===== src/rtl/ring_seq_pkg.sv =====
// Shared types, mode constants and seed helper for the ring_sequencer block.
// Seeds are built at SEED_MAX_W bits and truncated to the instance width by the caller.
package ring_seq_pkg;

  typedef enum logic {
    IDLE = 1'b0,
    RUN  = 1'b1
  } state_t;

  localparam logic MODE_RING    = 1'b0;
  localparam logic MODE_JOHNSON = 1'b1;

  localparam int SEED_MAX_W = 64;

  // Ring seeds put the single hot bit at the MSB; Johnson starts from all zeros.
  function automatic logic [SEED_MAX_W-1:0] seed(input logic m, input int width);
    logic [SEED_MAX_W-1:0] s;
    s = '0;
    if (m == MODE_RING) begin
      s = SEED_MAX_W'(1) << (width - 1);
    end
    return s;
  endfunction

endpackage


===== src/rtl/ring_seq_shift.sv =====
// Combinational next-pattern generator for ring/Johnson rotation in either direction.
// The legality checker only exists when RING_SEQ_SELFCORRECT_EN is defined.
module ring_seq_shift
  import ring_seq_pkg::*;
#(
  parameter int WIDTH = 15
) (
  input  logic [WIDTH-1:0] pat_i,
  input  logic             mode_i,
  input  logic             dir_i,
  output logic [WIDTH-1:0] next_o
`ifdef RING_SEQ_SELFCORRECT_EN
  ,
  output logic             legal_o
`endif
);

  logic fb;

  always_comb begin
    fb = dir_i ? pat_i[0] : pat_i[WIDTH-1];
    if (mode_i == MODE_JOHNSON) begin
      fb = ~fb;
    end
    next_o = dir_i ? {fb, pat_i[WIDTH-1:1]} : {pat_i[WIDTH-2:0], fb};
  end

`ifdef RING_SEQ_SELFCORRECT_EN
  logic [WIDTH-1:0] rotated;

  // A legal Johnson pattern is one contiguous run of ones around the ring: at most one 1->0 edge.
  always_comb begin
    rotated = {pat_i[0], pat_i[WIDTH-1:1]};
    if (mode_i == MODE_JOHNSON) begin
      legal_o = ($countones(pat_i & ~rotated) <= 1);
    end else begin
      legal_o = ($countones(pat_i) == 1);
    end
  end
`endif

endmodule


===== src/rtl/ring_sequencer.sv =====
// Run-length controlled ring/Johnson pattern sequencer with start/stop FSM and status pulses.
// Define RING_SEQ_SELFCORRECT_EN to replace illegal patterns with the seed and pulse err.
module ring_sequencer
  import ring_seq_pkg::*;
#(
  parameter int WIDTH = 15,
  parameter int CNTW  = 8
) (
  input  logic             clk,
  input  logic             rst,
  input  logic             start,
  input  logic             stop,
  input  logic             dir,
  input  logic             mode,
  input  logic [CNTW-1:0]  steps,
  output logic [WIDTH-1:0] out,
  output logic             busy,
  output logic             done,
  output logic             wrap,
  output logic             err
);

  localparam logic [WIDTH-1:0] RING_SEED    = WIDTH'(seed(MODE_RING, WIDTH));
  localparam logic [WIDTH-1:0] JOHNSON_SEED = WIDTH'(seed(MODE_JOHNSON, WIDTH));

  state_t           state_q, state_d;
  logic             mode_q, mode_d;
  logic [WIDTH-1:0] out_q, out_d;
  logic [CNTW-1:0]  rem_q, rem_d;
  logic             done_q, done_d;
  logic             wrap_q, wrap_d;
  logic [WIDTH-1:0] shiftNext;
  logic [WIDTH-1:0] latchedSeed;

  assign latchedSeed = (mode_q == MODE_JOHNSON) ? JOHNSON_SEED : RING_SEED;

`ifdef RING_SEQ_SELFCORRECT_EN
  logic legal;
  logic err_q, err_d;

  ring_seq_shift #(.WIDTH(WIDTH)) u_shift (
    .pat_i   (out_q),
    .mode_i  (mode_q),
    .dir_i   (dir),
    .next_o  (shiftNext),
    .legal_o (legal)
  );
`else
  ring_seq_shift #(.WIDTH(WIDTH)) u_shift (
    .pat_i  (out_q),
    .mode_i (mode_q),
    .dir_i  (dir),
    .next_o (shiftNext)
  );
`endif

  always_comb begin
    state_d = state_q;
    mode_d  = mode_q;
    out_d   = out_q;
    rem_d   = rem_q;
    done_d  = 1'b0;
    wrap_d  = 1'b0;
`ifdef RING_SEQ_SELFCORRECT_EN
    err_d   = 1'b0;
`endif
    case (state_q)
      IDLE: begin
        if (start && !stop) begin
          state_d = RUN;
          mode_d  = mode;
          rem_d   = steps;
          if (mode != mode_q) begin
            out_d = (mode == MODE_JOHNSON) ? JOHNSON_SEED : RING_SEED;
          end
        end
      end
      RUN: begin
        if (stop) begin
          state_d = IDLE;
        end else begin
`ifdef RING_SEQ_SELFCORRECT_EN
          if (legal) begin
            out_d = shiftNext;
          end else begin
            out_d = latchedSeed;
            err_d = 1'b1;
          end
`else
          out_d = shiftNext;
`endif
          wrap_d = (out_d == latchedSeed);
          // rem==0 means free-run, so only counted runs decrement and can finish.
          if (rem_q != '0) begin
            rem_d = rem_q - CNTW'(1);
            if (rem_q == CNTW'(1)) begin
              state_d = IDLE;
              done_d  = 1'b1;
            end
          end
        end
      end
      default: state_d = IDLE;
    endcase
  end

  always_ff @(posedge clk) begin
    if (rst) begin
      state_q <= IDLE;
      mode_q  <= MODE_RING;
      out_q   <= RING_SEED;
      rem_q   <= '0;
      done_q  <= 1'b0;
      wrap_q  <= 1'b0;
`ifdef RING_SEQ_SELFCORRECT_EN
      err_q   <= 1'b0;
`endif
    end else begin
      state_q <= state_d;
      mode_q  <= mode_d;
      out_q   <= out_d;
      rem_q   <= rem_d;
      done_q  <= done_d;
      wrap_q  <= wrap_d;
`ifdef RING_SEQ_SELFCORRECT_EN
      err_q   <= err_d;
`endif
    end
  end

  assign out  = out_q;
  assign busy = (state_q == RUN);
  assign done = done_q;
  assign wrap = wrap_q;
`ifdef RING_SEQ_SELFCORRECT_EN
  assign err  = err_q;
`else
  assign err  = 1'b0;
`endif

endmodule

===== config.mk =====
export PLATFORM = sky130hd
export DESIGN_NAME = ring_sequencer
export DESIGN_NICKNAME = d
export VERILOG_FILES = /design/src/rtl/ring_seq_pkg.sv /design/src/rtl/ring_seq_shift.sv /design/src/rtl/ring_sequencer.sv
export SDC_FILE = /design/constraint.sdc
export NUM_CORES = 1
export LEC_CHECK = 0
export BUFFER_PORTS_ARGS = -buffer_cell sky130_fd_sc_hd__buf_2
export CORE_ASPECT_RATIO = 0.7
export CORE_UTILIZATION = 48
export DETAILED_ROUTE_END_ITERATION = 12
export PLACE_DENSITY = 0.75
export SETUP_SLACK_MARGIN = 0.2
export SYNTH_ARGS = -nofsm -noshare
export SYNTH_HDL_FRONTEND = slang
export SYNTH_SLANG_ARGS = --single-unit

===== constraint.sdc =====
create_clock -name clk -period 1.8 [get_ports clk]
set_clock_uncertainty 0.2 [all_clocks]
set_input_delay 0.27 -clock clk [delete_from_list [all_inputs] [get_ports clk]]
set_output_delay 0.27 -clock clk [all_outputs]
set_load 0.03 [all_outputs]

---- Yosys cells after proc, flatten, opt, wreduce, memory -nomap -nowiden ----
Cells that the tools add are included.
W data, S select, Z words.
word-level totals
  bits in registers ....................... 27
  latch bits .............................. 0
  RAM bits ................................ 0
  memory bits (read-only) ................. 0
  input bits .............................. 14
  output and inout port bits .............. 19
  logic and storage cells ................. 44
  memories kept ........................... 0
operators by class
  add/sub/neg operators ................... 1
  $mul .................................... 0
  divide/modulo/power cells ............... 0
  $lt $le $gt $ge ......................... 0
  equality and inequality tests ........... 7
  shift operators ......................... 0
  muxes and demuxes ....................... 19
  bitwise logic cells ..................... 3
  reductions and logical operators ........ 8
operators with widths
  kind                   count
  $mux W15               6
  $pmux W15 S2           1
  $mux W8                3
  $pmux W8 S2            1
  $eq A15 B15 Y1         1
  $eq A8 B1 Y1 const B   1
  $reduce_bool A8 Y1     1
  $sub A8 B1 Y8 const B  1
  $mux W1                7
  $ne A2 B2 Y1 const B   3
  $reduce_and A3 Y1      2
  $reduce_or A4 Y1       1
  $not A1 Y1             3
  $reduce_or A3 Y1       1
  $ne A2 B1 Y1 const B   1
  $pmux W1 S2            1
  $reduce_and A2 Y1      1
  $logic_and A1 B1 Y1    1
  $logic_not A1 Y1       1
  $ne A1 B1 Y1           1

---- Depth between registers and ports, before layout ----
Gate-level depths: netlist of run 1.
  depth after elaboration ................. 6
  gate-level depth with buffers ........... 6
  gate-level depth less buffers ........... 6

---- Hierarchy ----
A second synthesis of run 1 with hierarchy kept.
second synthesis, totals
  cell total of the unflattened synthesis .. 159
  area, all modules ....................... 1488.9 µm²
by module, submodules not included
  module          times used  cells an instance  area an instance (µm²)  sequential area each (µm²)
  ring_sequencer  1           138                1253.7                  540.5
  ring_seq_shift  1           21                 235.2                   0.0

---- Worst setup path before layout of run 1 ----
Ideal clock, no wire load.
  path kind ............................... register to register
  start ................................... register state_q, in the netlist busy
  end ..................................... register wrap_q, in the netlist wrap
  library setup time ...................... 0.088 ns
  data arrival time ....................... 1.613 ns
  required time ........................... 1.512 ns
  setup slack ............................. -0.101 ns
  stages on the path, launching flop included .. 5
  buffers on the path ..................... 1
  period minus slack after synthesis ...... 1.901 ns
  cell sequence ........................... dfxtp_1 > nor2b_1 > clkbuf_1 > or4b_1 > nor4_2
on the way
  word-level cells in the longest chain between the ends .. 2
ends and longest elaborated chain
  element                            RTL line               text
  start, declared                    ring_sequencer.sv:26   state_t state_q, state_d;
  start signal, assigned             ring_sequencer.sv:119  state_q <= state_d;
  $not A1 Y1 (no source line)        n/a
  $reduce_or A3 Y1 (no source line)  n/a
  end signal, assigned               ring_sequencer.sv:124  wrap_q <= wrap_d;
  end, declared                      ring_sequencer.sv:31   logic wrap_q, wrap_d;
Every way passes these cells.
A chain may end at the register's enable or synchronous reset.

---- Worst setup path in the final report of run 1 ----
  start ................................... register out_q[10], in the netlist out[10]
  end ..................................... register wrap_q, in the netlist wrap
on the way
  word-level cells in the longest chain between the ends .. 2
ends and longest elaborated chain
  element                 RTL line               text
  start, declared         ring_sequencer.sv:28   logic [WIDTH-1:0] out_q, out_d;
  start signal, assigned  ring_sequencer.sv:121  out_q <= out_d;
  $mux W15                ring_seq_shift.sv:25   next_o = dir_i ? {fb, pat_i[WIDTH-1:1]} : {pat_i[WIDTH-2:0], fb};
  $eq A15 B15 Y1          ring_sequencer.sv:92   wrap_d = (out_d == latchedSeed);
Every way passes these cells.

==> results by group, run 1 <==
Timing
  • Final setup vio count: 0
  • Worst Tran Pin Value: 0.566 ns
  • Max Transition Viols Final: 0
  • FMAX: 558 MHz
  • Slew HR: 62.2%
  • RSZ-0062 raised after global routing: yes
  • Tmin final: 1.79 ns
  • Final WS setup: 0.00938 ns
  • Final worst-path cycle share: 99.5%
  • Final Hold Viols: 0

Clocking
  • Clk sinks: 27
  • Post-CTS Hold Buffers: 0
  • Clk_lat worst skew: 0.27 ns
  • H-tree depth: 1
  • Clock root buffer master: clkbuf_8
  • TritonCTS Buffers: 3
  • CTS tree: done
  • Clock-pin slew on the worst setup and hold paths: 0.09 ns
  • Max clock buf depth: 2

Hold path
  • Worst Hold Class: primary input to flop
  • Hold path depth: 2
  • Hold path start: rst
  • End of the worst hold path: rem_q[6]$_SDFFE_PP0P_

Drt
  • Post-route ant nets: 0
  • Routed WL: 5.02 mm
  • Vias/cell: 6.23
  • DR WL/cell: 19.0 um
  • Drc violations: 0
  • Via Count: 1646
  • Drt first pass iters: 4
  • DR iter-0 viols: 107

Synthesis
  • Post-synthesis sequential area ratio: 36.0%
  • Yosys reg bits: 27
  • Synth async-reset ratio: 0%
  • Primary FF master, synth: dfxtp_1
  • Cells after synthesis: 175
  • Synth unique cells: 45
  • Mapped Avg Cell Area: 8.58 um^2
  • Mapped Area: 0.00150 mm^2
  • Post-synth EDFFs: 0
  • Synth warnings: 0
  • Mapped Nets: 192

Place
  • GP Congestion: 0.872
  • Placed cells: 248
  • Port bufs: 31
  • Worst slack at placement: -0.00408 ns
  • HPWL after DPL: 3.06 mm

Floorplanning
  • IO Pins: 33
  • Full die area: 0.00336 mm^2
  • Die Y: 48.8 um
  • Core area: 0.00288 mm^2
  • Initial core utilization: 52.1%
  • Die width: 68.8 um
  • Core Rows: 16

Layout
  • Area grow syn2layout: 46.0%
  • # diodes: 0
  • Commonest cells after routing, fill and taps aside: buf_2, buf_4, nor2_1, dfxtp_1, mux2_2
  • Non-filler cells, final: 264
  • Layout cells sized above 1: 53.1%
  • Most common cell after layout, fill and taps aside: buf_2
  • NumNets Final: 246

Global routing
  • First-pass GRT wire length: 7.49 mm
  • Vias in the first global route: 1525
  • Total track usage: 29.6%
  • Largest net degree at the start of global routing: 22
  • Initial antenna violation count: 0
  • Grt total ovfl: 0

Setup path
  • Crit Path Category: flop to flop
  • Flop2flop setup slack: 0.009 ns
  • Worst r2r path cells: 3
  • Worst Path Required: 1.80 ns
  • Startpoint Class: flop
  • Critical-path maximum fanout: 2
  • FF-to-FF End: wrap$_SDFF_PP0_
  • CP endpoint kind: flop
  • Reg2reg start: out[10]$_SDFFE_PP0P_
  • CP arrival: 1.79 ns

Pwr
  • Cell Pwr Density: 622 mW/mm^2
  • Leakage: 0.908 nW
  • Maximum vdd ir drop: 384 uV

Run status
  • Status: complete, no violations

Run
  • Max_cap viols: 0
[cell type report]
type / instances / area (um^2)
inverters: 5 / 23.8
fillers: 187 / 691
multi-input cells: 131 / 1100
well taps: 36 / 45.0
flip-flops and latches: 27 / 564
clock buffers: 4 / 45.0
repair buffers: 61 / 412
[how the worst max path moves through the flow]
stage	start	end	slack [ns]	cells past startpoint
3_5_place_dp	rem_q[0]$_SDFFE_PP0P_	rem_q[6]$_SDFFE_PP0P_	-0.004	6
5_1_grt	out[10]$_SDFFE_PP0P_	wrap$_SDFF_PP0_	-0.05	3
3_3_place_gp	out[10]$_SDFFE_PP0P_	wrap$_SDFF_PP0_	0.03	3
6_report	out[10]$_SDFFE_PP0P_	wrap$_SDFF_PP0_	0.009	3
4_1_cts	out[10]$_SDFFE_PP0P_	wrap$_SDFF_PP0_	0.006	3
2_1_floorplan	out[10]$_SDFFE_PP0P_	wrap$_SDFF_PP0_	-0.0005	3
[flip-flops by register name, summed over array words and instances (netlist names)]
signal and cells:
done 1, wrap 1, mode_q 1, rem_q 8
out 15, busy 1
[repair_timing]
item,4_1_cts,5_1_grt
endpoints found under the hold margin,0,0
buffers inserted,4,7
cloned,0,1
pin swaps,7,20
gates resized for setup,20,38
setup endpoints to repair,20,16
[critical path: stages, from the launching register on]
cell	delay, ns
dfxtp_4	0.35
or4_1	0.51
or4b_4	0.52
nor4_2	0.14
[routing by layer]
metal | GRT usage [%] | up-vias | wire [um]
met4 | 6.12 | 0 | 87
met1 | 42.3 | 793 | 2110
met5 | 0 | - | 0
met2 | 45.3 | 85 | 2410
met3 | 6.78 | 14 | 411
li1 | - | 754 | -
[through the flow]
step	util, %	power, mW	area [um^2]	hold WS [ns]	TNS (ns)
5_1_grt	76.0	1.42	2190	0.0885	-0.0482
6_report	76.0	1.36	2190	0.0959	0
3_3_place_gp	63.3	0.873	1830	0.278	0
3_5_place_dp	63.3	0.885	1830	0.283	-0.00408
4_1_cts	68.9	1.28	1990	0.0598	0
2_1_floorplan	-	0.803	1530	0.217	-0.000460
[cells by family (layout without fill, tap and decap cells)]
logic type	Yosys count	in the layout	synth area share, %
multiplexers	15	15	11.2
adder cells (fa/ha/maj)	3	3	2.50
AO/OA/AOI/OAI	50	50	23.1
AND/OR/NAND/NOR	58	58	20.1
other	1	1	0.250
flip-flops	27	27	36.0
XOR/XNOR	4	4	2.33
buffers and inverters	17	70	4.58
[cell usage after synthesis, types with 2 or more instances]
cell / n / area share (%)
ha_1: 3 / 2.5
o32ai_1: 2 / 1.2
nor2b_1: 3 / 1.3
and3_1: 3 / 1.3
a211o_1: 2 / 1.2
a21oi_1: 12 / 4.0
a22oi_1: 15 / 7.5
inv_1: 5 / 1.3
xnor2_1: 3 / 1.8
nor2_1: 24 / 6.0
clkbuf_1: 8 / 2.0
o21ai_0: 6 / 2.0
nor3_1: 5 / 1.7
or4_1: 2 / 1.0
nor3b_1: 2 / 1.0
nand2b_1: 3 / 1.3
buf_1: 2 / 0.50
dfxtp_1: 27 / 36
nand2_1: 6 / 1.5
nor4_1: 4 / 1.7
mux2_2: 14 / 10
[power by group]
part           internal (mW)  total, mW  switching, mW
registers              0.613      0.644         0.0319
logic                  0.175      0.368          0.193
clock network          0.159      0.350          0.191
total                  0.946       1.36          0.417
(Power assumes the default switching activity.)
==> run 2: changes to the inputs <==
--- a/config.mk
+++ b/config.mk
@@ -6,10 +6,11 @@
 export NUM_CORES = 1
 export LEC_CHECK = 0
 export BUFFER_PORTS_ARGS = -buffer_cell sky130_fd_sc_hd__buf_2
+export CAP_MARGIN = 25
 export CORE_ASPECT_RATIO = 0.7
-export CORE_UTILIZATION = 48
+export CORE_UTILIZATION = 52
 export DETAILED_ROUTE_END_ITERATION = 12
-export PLACE_DENSITY = 0.75
+export PLACE_DENSITY = 0.77
 export SETUP_SLACK_MARGIN = 0.2
 export SYNTH_ARGS = -nofsm -noshare
 export SYNTH_HDL_FRONTEND = slang
==> constraint.sdc (replaced) <==
create_clock -name clk -period 1.95 [get_ports clk]
set_clock_uncertainty 0.2 [all_clocks]
set_input_delay 0.2925 -clock clk [delete_from_list [all_inputs] [get_ports clk]]
set_output_delay 0.2925 -clock clk [all_outputs]
set_load 0.03 [all_outputs]
==> run 2 against run 1 <==
Final cell count fell by 7.2%; critical endpoint unchanged; sequential share of layout area increased by 3.6 points; flip-flop and latch count unchanged; wire length down 21%; count of clock-buffer cells in the layout did not move; worst hold slack lost 0.0077 ns; first-iteration DRC count stayed put; non-clock buffer count down 17; sequential power down 9.0%; die area down 7.4%; maximum frequency barely moved; highest routed layer unchanged; register-to-register slack better by 0.15 ns; critical path type unchanged.
==> results by group, run 2 (synthesized netlist as in run 1, its figures left out) <==
Run status
  • Status: complete, no violations

Clocking
  • Clock-pin slew on the worst setup and hold paths: 0.09 ns (about the same)
  • Clk sinks: 27 (unchanged)
  • TritonCTS Buffers: 3 (unchanged)
  • CTS tree: done
  • Clk_lat worst skew: 0.27 ns (about the same)
  • H-tree depth: 1 (unchanged)
  • Clock root buffer master: clkbuf_8
  • Max clock buf depth: 2 (unchanged)

Global routing
  • Grt total ovfl: 0 (unchanged)
  • Largest net degree at the start of global routing: 30 (+36%)
  • First-pass GRT wire length: 6.09 mm (-19%)
  • Initial antenna violation count: 0 (unchanged)
  • Total track usage: 26.5% (-3.1 points)
  • Vias in the first global route: 1316 (-14%)

Pwr
  • Cell Pwr Density: 610 mW/mm^2 (-1.8%)
  • Clock power frac: 27.5% (+1.8 points)
  • Maximum vdd ir drop: 428 uV (+11%)
  • Combinational share of power: 21.4% (-5.6 points)
  • Sw Share: 28.5% (-2.1 points)
  • Internal power: 0.820 mW (-13%)
  • Seq pwr share: 51.1% (+3.8 points)
  • Leakage: 0.790 nW (-13%)
  • Sw power: 0.327 mW (-22%)

Drt
  • DR iter-0 viols: 107 (unchanged)
  • Routed WL: 3.98 mm (-21%)
  • Vias/cell: 6.10 (-2.1%)
  • Drc violations: 0 (unchanged)
  • Post-route ant nets: 0 (unchanged)
  • Via Count: 1495 (-9.2%)
  • DR WL/cell: 16.2 um (-15%)
  • Drt first pass iters: 4 (unchanged)

Setup path
  • CP Buf/Inv Count: 0 (unchanged)
  • Startpoint Class: flop
  • CP endpoint kind: flop
  • Slowest stage delay, CP: 0.52 ns (about the same)
  • Cell Chain, Critical Path: or4_1 -> or4b_4 -> nor4_2
  • Critical-path maximum fanout: 2 (unchanged)
  • Worst Path Required: 1.94 ns (+0.14 ns)
  • Crit Path Category: flop to flop
  • CP delay by family, top: simple AND/OR/NAND/NOR gates
  • CP max-delay cell: or4b_4
  • CP arrival: 1.78 ns (about the same)

Layout
  • # diodes: 0 (unchanged)
  • Layout cells sized above 1: 38.9% (-14 points)
  • Register area: 551 um^2 (-2.4%)
  • Most common cell after layout, fill and taps aside: buf_2
  • NumNets Final: 229 (-6.9%)
  • Multi-input gate area: 952 um^2 (-14%)
  • Largest register FFs: 15 (unchanged)
  • Fillers: 205 (+9.6%)
  • Area grow syn2layout: 25.1%
  • Non-filler cells, final: 245 (-7.2%)
  • Commonest cells after routing, fill and taps aside: buf_2, nor2_1, dfxtp_1, a22oi_1, mux2_2

Timing
  • Final worst-path cycle share: 91.8% (-7.7 points)
  • Final WS setup: 0.161 ns (+0.151 ns)
  • Tmin final: 1.79 ns (-0.00139 ns)
  • Max Transition Viols Final: 0 (unchanged)
  • Final Hold Viols: 0 (unchanged)
  • Final setup vio count: 0 (unchanged)
  • Total negative slack: 0 ns (unchanged)
  • FMAX: 559 MHz (about the same)
  • RSZ-0062 raised after global routing: yes

Floorplanning
  • Die Y: 47.0 um (-3.8%)
  • Initial core utilization: 58.0% (+5.9 points)
  • Core area: 0.00259 mm^2 (-10%)
  • Die width: 66.2 um (-3.8%)
  • IO Pins: 33 (unchanged)
  • Full die area: 0.00311 mm^2 (-7.4%)
  • Core Rows: 15 (-1)

Place
  • GP Congestion: 0.892 (+2.4%)
  • Worst slack at placement: 0.0122 ns (+0.0163 ns)
  • Port bufs: 31 (unchanged)
  • Placed cells: 239 (-3.6%)
  • HPWL after DPL: 2.77 mm (-9.5%)

Hold path
  • Worst Hold Class: primary input to flop

Run
  • Max_cap viols: 0 (unchanged)
## run 2: worst reg2reg max path: cells and delay by family (launching register included)
kind / cells / cell delay (ns)
flops: 1 / 0.35
simple gates: 3 / 1.16
## run 2: cell type report
class	count	area share, %
multi-input combinational	131	50.7
sequential	27	29.3
timing repair buffer	44	14.1
clock buffer	4	2.40
tap	34	2.27
inverter	5	1.20
## run 2: stage by stage
stage	utilization, %	hold slack [ns]	power [mW]	cell area, um^2
floorplan	-	0.240	0.734	1510
global placement	67.6	0.273	0.807	1750
detailed placement	67.6	0.293	0.812	1750
CTS	70.0	0.0901	1.13	1810
global route	72.5	0.120	1.20	1880
finish	72.5	0.0882	1.15	1880
## run 2: timing repair
item | in CTS | in global routing
pin swaps | 2 | 3
setup buffers | 1 | 1
hold buffers | 0 | 0
gates resized for setup | 4 | 11
setup endpoints to repair | 5 | 8
## run 2: power by group through the flow
| stage | registers, mW | clock network (mW) | logic (mW) |
|---|---|---|---|
| global placement | 0.595 | 0 | 0.212 |
| detailed placement | 0.595 | 0 | 0.217 |
| CTS | 0.583 | 0.325 | 0.221 |
| global route | 0.588 | 0.343 | 0.266 |
| floorplan | 0.599 | 0 | 0.135 |
| finish | 0.586 | 0.315 | 0.245 |
## run 2: worst paths after layout
path                                             from                    end  slack, ns  cells after the start
worst max-delay path             out[10]$_SDFFE_PP0P_        wrap$_SDFF_PP0_       0.16                      3
worst min-delay path                             mode    mode_q$_SDFFE_PP0P_       0.09                      3
worst max register to register   out[10]$_SDFFE_PP0P_        wrap$_SDFF_PP0_       0.16                      3
worst min register to register  rem_q[6]$_SDFFE_PP0P_  rem_q[6]$_SDFFE_PP0P_       0.31                      2
## run 2: per-layer routing
layer	up-vias	wire (um)	track usage [%]
li1	717	-	-
met3	2	379	7.04
met4	0	19	7.23
met1	689	1860	36.9
met2	87	1720	41.4
met5	-	0	0
==> run 3: changes to the inputs <==
--- a/config.mk
+++ b/config.mk
@@ -14,4 +14,5 @@
 export SETUP_SLACK_MARGIN = 0.2
 export SYNTH_ARGS = -nofsm -noshare
 export SYNTH_HDL_FRONTEND = slang
+export SYNTH_HIERARCHICAL = 1
 export SYNTH_SLANG_ARGS = --single-unit
==> run 3 against run 2 <==
Highest routed layer unchanged; synthesized cell count is 9.1% lower; worst hold slack better by 0.022 ns; power hardly changed; critical path type unchanged; global-route usage is 1.5 points lower; wire length is 5.8% lower; final area is 3.1% lower; non-clock buffer count is 5 lower; worst setup slack worse by 0.0012 ns; sequential power is 1% higher; synthesized area is 0.83% lower; count of clock-buffer cells in the layout stayed put; largest power group unchanged.
==> results by group, run 3 <==
Clocking
  • Max clock buf depth: 2 (unchanged)
  • Clock root buffer master: clkbuf_8
  • Clock-pin slew on the worst setup and hold paths: 0.09 ns (about the same)
  • Clk sinks: 27 (unchanged)
  • Clk_lat worst skew: 0.27 ns (about the same)
  • H-tree depth: 1 (unchanged)
  • CTS tree: done
  • TritonCTS Buffers: 3 (unchanged)
  • Post-CTS Hold Buffers: 0 (unchanged)

Place
  • Placed cell areas: 0.00168 mm^2 (-4.1%)
  • Port bufs: 31 (unchanged)
  • HPWL after DPL: 2.57 mm (-7.4%)
  • GP Congestion: 0.832 (-6.7%)
  • Worst slack at placement: -0.0840 ns (-0.0962 ns)

Drt
  • Drt first pass iters: 4 (unchanged)
  • Vias/cell: 5.94 (-2.7%)
  • Routed WL: 3.75 mm (-5.8%)
  • DR WL/cell: 16.5 um (+1.7%)
  • DR iter-0 viols: 131 (+22%)
  • Drc violations: 0 (unchanged)
  • Via Count: 1348 (-9.8%)
  • Post-route ant nets: 0 (unchanged)

Timing
  • Final setup vio count: 0 (unchanged)
  • Max Transition Viols Final: 0 (unchanged)
  • Tmin final: 1.79 ns (+0.00118 ns)
  • RSZ-0062 raised after global routing: yes
  • Worst Tran Pin Value: 0.642 ns
  • Final WS setup: 0.160 ns (-0.00118 ns)
  • FMAX: 559 MHz (about the same)
  • Final Hold Viols: 0 (unchanged)
  • Slew HR: 57.1%
  • Final worst-path cycle share: 91.8% (about the same)
  • Total negative slack: 0 ns (unchanged)

Synthesis
  • Mapped Nets: 176 (-8.3%)
  • Post-synthesis sequential area ratio: 36.3% (+0.30 points)
  • Synth unique cells: 43 (-4.4%)
  • Commonest cells post-synth: dfxtp_1, a21oi_1, a22o_1
  • Top cell type's share of synthesized area: 36.3% (+0.30 points)
  • Synth warnings: 6 (+6)
  • Mapped Area: 0.00149 mm^2 (-0.83%)
  • Synth async-reset ratio: 0% (unchanged)
  • Mapped Avg Cell Area: 9.36 um^2 (+9.1%)
  • Top post-synthesis cells by area: dfxtp_1, a22o_1, mux2_4
  • Primary FF master, synth: dfxtp_1
  • Post-synth EDFFs: 0 (unchanged)
  • Yosys reg bits: 27 (unchanged)
  • Yosys top cell by area: dfxtp_1
  • Cells after synthesis: 159 (-9.1%)
  • Most numerous cell in the Yosys netlist: dfxtp_1

Global routing
  • Vias in the first global route: 1199 (-8.9%)
  • First-pass GRT wire length: 5.73 mm (-5.9%)
  • Largest net degree at the start of global routing: 18 (-40%)
  • Initial antenna violation count: 0 (unchanged)
  • Total track usage: 25.1% (-1.5 points)
  • Grt total ovfl: 0 (unchanged)

Floorplanning
  • Die width: 66.0 um (-0.41%)
  • IO Pins: 33 (unchanged)
  • Core area: 0.00259 mm^2 (unchanged)
  • Full die area: 0.00308 mm^2 (-0.80%)
  • Die Y: 46.8 um (-0.39%)
  • Initial core utilization: 57.5% (-0.48 points)
  • Core Rows: 15 (unchanged)

Hold path
  • Hold path depth: 3 (unchanged)
  • End of the worst hold path: mode_q$_SDFFE_PP0P_
  • Hold path start: mode
  • Worst Hold Class: primary input to flop

Layout
  • # diodes: 0 (unchanged)
  • Area grow syn2layout: 22.2%
  • Commonest cells after routing, fill and taps aside: buf_2, dfxtp_1, a22o_1, a21oi_1, o21ai_0
  • Multi-input gate area: 940 um^2 (-1.3%)
  • Fillers: 212 (+3.4%)
  • NumNets Final: 211 (-7.9%)
  • Largest register FFs: 15 (unchanged)
  • Layout cells sized above 1: 37.3% (-1.6 points)
  • Most common cell after layout, fill and taps aside: buf_2
  • Post-route design area: 0.00182 mm^2 (-3.1%)
  • Register area: 552 um^2 (+0.23%)

Run status
  • Status: complete, no violations

Setup path
  • CP arrival: 1.80 ns (+0.02 ns)
  • CP Buf/Inv Count: 0 (unchanged)
  • Reg2reg start: rem_q[5]$_SDFFE_PP0P_
  • Critical-path maximum fanout: 5 (+3)
  • Slowest stage delay, CP: 0.50 ns (-0.02 ns)
  • CP max-delay cell: or4b_1
  • Startpoint Class: flop
  • Worst r2r path cells: 4 (+1)
  • FF-to-FF End: rem_q[6]$_SDFFE_PP0P_
  • Cell Chain, Critical Path: nor4_4 -> o311ai_2 -> or4b_1 -> a31oi_1
  • Worst Path Required: 1.96 ns (+0.02 ns)
  • Flop2flop setup slack: 0.16 ns (about the same)
  • CP endpoint kind: flop
  • CP delay by family, top: simple AND/OR/NAND/NOR gates
  • Crit Path Category: flop to flop

Pwr
  • Leakage: 0.779 nW (-1.4%)
  • Cell Pwr Density: 630 mW/mm^2 (+3.1%)
  • Power Total: 1.15 mW (about the same)
  • Maximum vdd ir drop: 561 uV (+31%)

Run
  • Max_cap viols: 0 (unchanged)
-- run 3: cell count changes in the layout (fill, tap and decap cells not counted), moves of 6 or more --
cell	previous run	this run
mux2_2	14	7
nor2_1	23	8
o21ai_0	6	12
a22o_1	1	13
mux2_4	0	6
a22oi_1	15	0
-- run 3: report_power, final --
part           leakage (nW)  switching [mW]  total (mW)  internal (mW)
clock                0.0228           0.173       0.320          0.146
sequential            0.222          0.0267       0.593          0.567
combinational         0.535           0.128       0.232          0.104
total                 0.779           0.328        1.15          0.817
-- run 3: layout make-up --
| class | count | share of cell area (%) |
|---|---|---|
| Tap cell | 34 | 2.34 |
| Timing Repair Buffer | 39 | 12.0 |
| Inverter | 6 | 1.24 |
| Clock buffer | 4 | 2.48 |
| Sequential cell | 27 | 30.3 |
| Multi-Input combinational cell | 117 | 51.7 |
-- run 3: through the flow --
stage / util [%] / hold slack, ns / cells
6_report: 70.2 / 0.110 / 227
5_1_grt: 70.2 / 0.138 / 227
4_1_cts: 68.3 / 0.117 / 225
3_5_place_dp: 64.9 / 0.312 / 221
3_3_place_gp: 64.9 / 0.294 / 221
2_1_floorplan: - / 0.240 / 159
-- run 3: worst min-delay path, delay by kind of cell --
kind	cells	cell delay, ns
buf+inv	1	0.10
simple gates	1	0.09
mux	1	0.06
-- run 3: cell families after synthesis --
group	after synthesis	synth area share, %
adder cells (fa/ha/maj)	3	2.52
AO/OA/AOI/OAI	53	23.8
multiplexers	14	12.0
AND/OR/NAND/NOR	42	17.1
flip-flops	27	36.3
other	1	0.252
XOR/XNOR	4	2.35
buffers and inverters	15	5.71
-- run 3: worst max-delay path by stage --
stage,cells after the start,end,startpoint
CTS,4,rem_q[6]$_SDFFE_PP0P_,rem_q[2]$_SDFFE_PP0P_
global placement,5,out[5]$_SDFFE_PP0P_,mode
detailed placement,5,out[7]$_SDFFE_PP0P_,mode
global route,4,rem_q[6]$_SDFFE_PP0P_,rem_q[5]$_SDFFE_PP0P_
floorplan,4,rem_q[6]$_SDFFE_PP0P_,rem_q[2]$_SDFFE_PP0P_
finish,4,rem_q[6]$_SDFFE_PP0P_,rem_q[5]$_SDFFE_PP0P_
-- run 3: metal layers --
metal / part of all wire (%) / wire, um / GRT usage [%] / up-vias
met5: 0 / 0 / 0 / -
met1: 49 / 1840 / 34.3 / 640
met4: 0.56 / 21 / 4.68 / 0
met3: 5.8 / 217 / 5.58 / 4
met2: 44 / 1670 / 41.8 / 47
li1: - / - / - / 657
-- run 3: timing repair --
item,4_1_cts,5_1_grt
pin swaps,0,5
endpoints found under the setup margin,21,9
setup buffers,0,2
resized for setup,12,7
